$ cat config.mk
export PLATFORM = sky130hd
export DESIGN_NAME = matmlt
export DESIGN_NICKNAME = d
export VERILOG_FILES = /design/src/rtl/matmlt.sv
export SDC_FILE = /design/constraint.sdc
export NUM_CORES = 2
export LEC_CHECK = 0
export ABC_CLOCK_PERIOD_IN_PS = 28400
export CAP_MARGIN = 15
export CORE_MARGIN = 8
export CORE_UTILIZATION = 50
export CTS_BUF_LIST = sky130_fd_sc_hd__clkbuf_8
export DETAILED_ROUTE_END_ITERATION = 8
export GPL_ROUTABILITY_DRIVEN = 0
export PLACE_DENSITY_LB_ADDON = 0.15
export REMOVE_ABC_BUFFERS = 1
export SYNTH_ARGS = -nofsm -noshare
export SYNTH_HDL_FRONTEND = slang
export SYNTH_SLANG_ARGS = --single-unit
$ cat constraint.sdc
create_clock -name clk -period 28.4 [get_ports clk]
set_input_delay 5.68 -clock clk [delete_from_list [all_inputs] [get_ports clk]]
set_output_delay 5.68 -clock clk [all_outputs]
set_load 0.05 [all_outputs]
$ cat src/rtl/matmlt.sv
// matmlt: serial GF(2) matrix-vector multiplier, mlt_out = A * x.
// Matrix A (M rows of N bits) is never stored. Row 0 is SEED, and each next row
// is produced by an xorshift step. One row is evaluated per clock while BUSY.
// Handshake: req_valid/req_ready accepts x_in. res_valid/res_ready hands the
// result back. req_busy flags a computation in progress.
// Ports:
//   clk, rst        : clock (rising edge), asynchronous active-high reset
//   x_in [N-1:0]    : input vector, latched on request acceptance
//   req_valid/ready : request handshake
//   req_busy        : computation in progress
//   mlt_out [M-1:0] : result vector
//   res_valid/ready : result handshake
// Build option: MATMLT_OUT_HOLD_EN keeps the previous result on mlt_out until
// a new one is complete. Without it, mlt_out is the working accumulator.
module matmlt #(
   parameter int unsigned  M    = 256,
   parameter int unsigned  N    = 128,
   parameter logic [N-1:0] SEED = N'(1)
) (
   input  logic         clk,
   input  logic         rst,
   input  logic [N-1:0] x_in,
   output logic [M-1:0] mlt_out,
   input  logic         req_valid,
   output logic         req_ready,
   output logic         req_busy,
   output logic         res_valid,
   input  logic         res_ready
);

   localparam int unsigned IW = (M > 1) ? $clog2(M) : 1;

   typedef enum logic [1:0] {IDLE, BUSY, DONE} state_t;

   state_t          state, state_n;
   logic            accept;
   logic [N-1:0]    x_q;
   logic [N-1:0]    row;
   logic [IW-1:0]   idx;
   logic            flush;
   logic [M-1:0]    acc;

   function automatic logic [N-1:0] next_row(input logic [N-1:0] r);
      logic [N-1:0] t, u;
      t = r ^ (r << 23);
      u = t ^ (t >> 17);
      return u ^ (u << 26);
   endfunction

   always_ff @(posedge clk or posedge rst) begin
      if (rst) state <= IDLE;
      else     state <= state_n;
   end

   // flush marks the extra BUSY cycle after the last row, so DONE is entered
   // M+1 edges after acceptance.
   always_comb begin
      state_n = state;
      accept  = 1'b0;
      case (state)
         IDLE: if (req_valid && req_ready) begin
            accept  = 1'b1;
            state_n = BUSY;
         end
         BUSY: if (flush) state_n = DONE;
         DONE: if (res_ready) state_n = IDLE;
         default: state_n = IDLE;
      endcase
   end

   // Handshake outputs are registered from next state. req_ready stays low
   // through reset and rises on the first edge after release.
   always_ff @(posedge clk or posedge rst) begin
      if (rst) begin
         req_ready <= 1'b0;
         req_busy  <= 1'b0;
         res_valid <= 1'b0;
      end else begin
         req_ready <= (state_n == IDLE);
         req_busy  <= (state_n == BUSY);
         res_valid <= (state_n == DONE);
      end
   end

`ifdef MATMLT_OUT_HOLD_EN
   logic [M-1:0] out_q;
   assign mlt_out = out_q;
`else
   assign mlt_out = acc;
`endif

   always_ff @(posedge clk or posedge rst) begin
      if (rst) begin
         x_q   <= '0;
         row   <= '0;
         idx   <= '0;
         flush <= 1'b0;
         acc   <= '0;
`ifdef MATMLT_OUT_HOLD_EN
         out_q <= '0;
`endif
      end else if (accept) begin
         x_q   <= x_in;
         row   <= SEED;
         idx   <= '0;
         flush <= 1'b0;
         acc   <= '0;
      end else if (state == BUSY) begin
         if (!flush) begin
            acc[idx] <= ^(row & x_q);
            row      <= next_row(row);
            if (idx == IW'(M - 1)) flush <= 1'b1;
            else                   idx   <= idx + 1'b1;
         end else begin
            flush <= 1'b0;
`ifdef MATMLT_OUT_HOLD_EN
            out_q <= acc;
`endif
         end
      end
   end

endmodule

==> summary by stage <==
STA
Summed over all failing endpoints, the final setup total negative slack is 0 ns. Once routing completed, OpenROAD measured the worst setup slack at ~20 ns. The total count of max-transition violations in the final report is 0. The time the final worst path needs with I/O delays and setup is 8.42 ns.

The fmax is 119 MHz. Setup repair after global routing left no endpoint under its margin. For the final database, setup skew stands at 0.0214 ns. The worst-margin pin slew is about 1.2 ns. The number of endpoints with negative hold slack in the final report came to 0.

The worst-case headroom to the max-slew limit is 0.209. The number of setup violations in the final report is 0. Of the available clock period, the critical path in the final layout requires 0.296.

Drt
The first TritonRoute pass finished after 7 iterations. The routed layout has 21682 vias. After detailed routing, the total wire length is 85900 um.

For this block, the initial DRC count from the detailed router was 1699. The average wire per cell in the routed design is 22.3 um. Using the TritonRoute via totals, the vias-per-cell ratio works out to ~5.6. The antenna violation net count after detailed routing is 0.

In the routed design, unresolved DRC markers number 0.

Global routing
The largest net degree at the start of global routing is between 100 and 150. The first global-routing pass estimated 134000 um of wire. Across every metal layer, demand over resource in global routing totals 0.267. The initial antenna violation count is 7. The via count of the first global-routing pass was 22225. The sum of overflow across all layers after global routing is 0.

Yosys
The predominant post-synthesis flop cell is sky130_fd_sc_hd__dfrtp_1. The cell count after synthesis came out at 2794. The synthesized netlist occupies a cell area of ~0.028 mm^2.

The post-synthesis sequential area ratio is 0.471. During synthesis, Yosys emitted a total of 0 warnings. After synthesis the netlist holds a flip-flop and latch count of around 530. sky130_fd_sc_hd__dfrtp_1 takes more of the synthesized area than any other cell.

In the synthesized netlist, the cells that appear most often are 680 x sky130_fd_sc_hd__nand2_1, 526 x sky130_fd_sc_hd__dfrtp_1, 324 x sky130_fd_sc_hd__xnor2_1, 261 x sky130_fd_sc_hd__a21oi_1, 239 x sky130_fd_sc_hd__a311oi_2. The number of enable flip-flop cells after synthesis is 0. Sorting the synthesized cells by area gives the leading types as sky130_fd_sc_hd__dfrtp_1 47%, sky130_fd_sc_hd__a311oi_2 13%, sky130_fd_sc_hd__xnor2_1 10%.

The count of different cell masters after synthesis is 34. Of the post-synthesis cell area, the dominant cell type holds 0.471. sky130_fd_sc_hd__nand2_1 is the most common cell in the netlist. The synthesized area divided by synthesized cell count is 9.99 um^2. The fraction of registers with async set or reset after synthesis is 1.00.

Critical path
The required time at the endpoint of the critical path is 28.91 ns. The nature of the critical path endpoint is a flip-flop. The number of buffers and inverters on the critical path is 3. In this run the worst path has a maximum fanout of 75. Traced cell by cell, the critical path runs through clkdlybuf4s50_1, and3_4, buf_4, buf_4, a311oi_1.

The gate family responsible for the most delay along the worst path is buffers and inverters. The cell type with the highest occurrence count on the critical path is sky130_fd_sc_hd__buf_4. The worst setup path is launched from an input port.

The slowest stage of the critical path belongs to the cell sky130_fd_sc_hd__buf_4. Data on the critical path arrives at its endpoint at 8.93 ns. The class of the most critical setup path is input port to flip-flop. The peak per-stage delay on the critical path is 1.00 ns.

Final layout
After the flow finishes, the layout carries non-filler instances totaling approximately 3900. The share of cells above drive strength 1 is 0.148. The signed area change from the synthesized netlist to the final layout is 21.7%. The final layout contains between 3000 and 4000 nets.

Clock tree
The TritonCTS clock tree is yes. In this run the clock root is driven by a sky130_fd_sc_hd__clkbuf_8. After clock tree synthesis, the repair step resized 0 gates.

The clock latency of the later-clocked register in the worst-skew pair is 0.69 ns. The maximum root-to-sink buffer count is 3. Clock tree synthesis found a total of around 530 sinks.

The total clock buffers created by CTS is 93. After clock tree synthesis, the clock-pin slew on the worst setup and hold paths is 0.06 ns. The buffers inserted during post-CTS setup optimization is 0. The number of hold-repair buffers added at the cts stage is 0. The H-tree was split into 3 levels.

Die
The count of standard-cell rows is 86. The horizontal extent of the die is 252 um. In this run the vertical extent of the chip is 252 um. The die area is 0.0637 mm^2. 391 I/O pins were placed. The starting utilization of the core area is 0.506.

In this run the standard cell core region covers 0.0552 mm^2.

Placed design
Once placement completed, the tool counted placed cells totaling 3675. The detailed placer's ending HPWL is between 50000 and 60000 um. The setup slack after placement is 19.27 ns. The count of buffers from port buffering is 390.

Worst hold path
The min-delay analysis places its worst path in the category flip-flop to flip-flop.

Run
Across the run, the number of max-cap violations was 0.

Outcome
The run finished with clean final reports.
## path summary, 6_finish.rpt
check                               startpoint                        to  slack (ns)  cells after the start
hold reg to reg            x_q[21]$_DFFE_PP0P_       x_q[21]$_DFFE_PP0P_        0.47                      2
setup / recovery                     req_valid  mlt_out[239]$_DFFE_PP0P_       19.98                      5
setup reg to reg           row[42]$_DFFE_PP0P_  mlt_out[196]$_DFFE_PP0P_       23.79                     11
max in group asynchronous                  rst  mlt_out[219]$_DFFE_PP0P_       20.55                      4
hold / removal             x_q[21]$_DFFE_PP0P_       x_q[21]$_DFFE_PP0P_        0.47                      2
min in group asynchronous                  rst       x_q[68]$_DFFE_PP0P_        5.55                      2
## routing by layer
layer	global-route usage	part of all wire	vias to the layer above	wire [um]
met1	0.336	0.41	10859	35200
met2	0.439	0.48	707	41600
met5	0	0.00047	-	40
met3	0.0844	0.081	137	6930
met4	0.0775	0.026	6	2230
li1	-	-	9973	-
## cells in the final DEF (no fill, tap or decap), types with 14 or more instances in the layout
| cell type | netlist | layout |
|---|---|---|
| sky130_fd_sc_hd__nand2_1 | 680 | 680 |
| sky130_fd_sc_hd__dfrtp_1 | 526 | 526 |
| sky130_fd_sc_hd__clkdlybuf4s50_1 | 0 | 390 |
| sky130_fd_sc_hd__xnor2_1 | 324 | 324 |
| sky130_fd_sc_hd__a21oi_1 | 261 | 261 |
| sky130_fd_sc_hd__a311oi_2 | 239 | 239 |
| sky130_fd_sc_hd__o21ai_0 | 181 | 181 |
| sky130_fd_sc_hd__xor2_1 | 150 | 150 |
| sky130_fd_sc_hd__clkbuf_8 | 0 | 126 |
| sky130_fd_sc_hd__buf_4 | 3 | 41 |
| sky130_fd_sc_hd__inv_1 | 10 | 32 |
| sky130_fd_sc_hd__nor2_1 | 37 | 25 |
| sky130_fd_sc_hd__a311oi_1 | 16 | 16 |
| sky130_fd_sc_hd__clkinv_2 | 0 | 14 |
## state kept, by name, summed over array words and instances (netlist names)
register and flops:
flush 1, idx 8, mlt_out 256, req_busy 1, req_ready 1, res_valid 1, row 128, state 2
x_q 128
## through the flow
step	utilization	instance area, um^2	hold slack, ns
global placement	0.577	31800	0.461
CTS	0.615	33900	0.478
finish	0.616	34000	0.472
detailed placement	0.577	31800	0.463
floorplan	-	26500	0.446
global route	0.616	34000	0.496
## area by class of cell
class / instances / area [um^2]
Fill cell: 4453 / 21200
Multi-Input combinational cell: 1959 / 13500
Sequential cell: 526 / 13200
Timing Repair Buffer: 435 / 4270
Clock buffer: 125 / 1720
Tap cell: 748 / 936
Clock inverter: 49 / 367
Inverter: 10 / 45.0
Antenna cell: 4 / 10.0
## worst reg2reg max path, delay by kind of cell (launching register included)
| family | cells | cell delay, ns |
|---|---|---|
| XOR/XNOR | 7 | 1.84 |
| buffers and inverters | 2 | 1.47 |
| flip-flops | 1 | 0.54 |
| AO/OA/AOI/OAI | 1 | 0.47 |
| AND/OR/NAND/NOR | 1 | 0.11 |
## logic make-up after synthesis
family	share of synthesized area
AND/OR/NAND/NOR	0.107
XOR/XNOR	0.151
flip-flops	0.471
adder cells (fa/ha/maj)	0.00179
buffers and inverters	0.0516
AO/OA/AOI/OAI	0.218
Power is not shown: default switching activity piles up to over one toggle a cycle in this logic, so the estimate is an artifact.
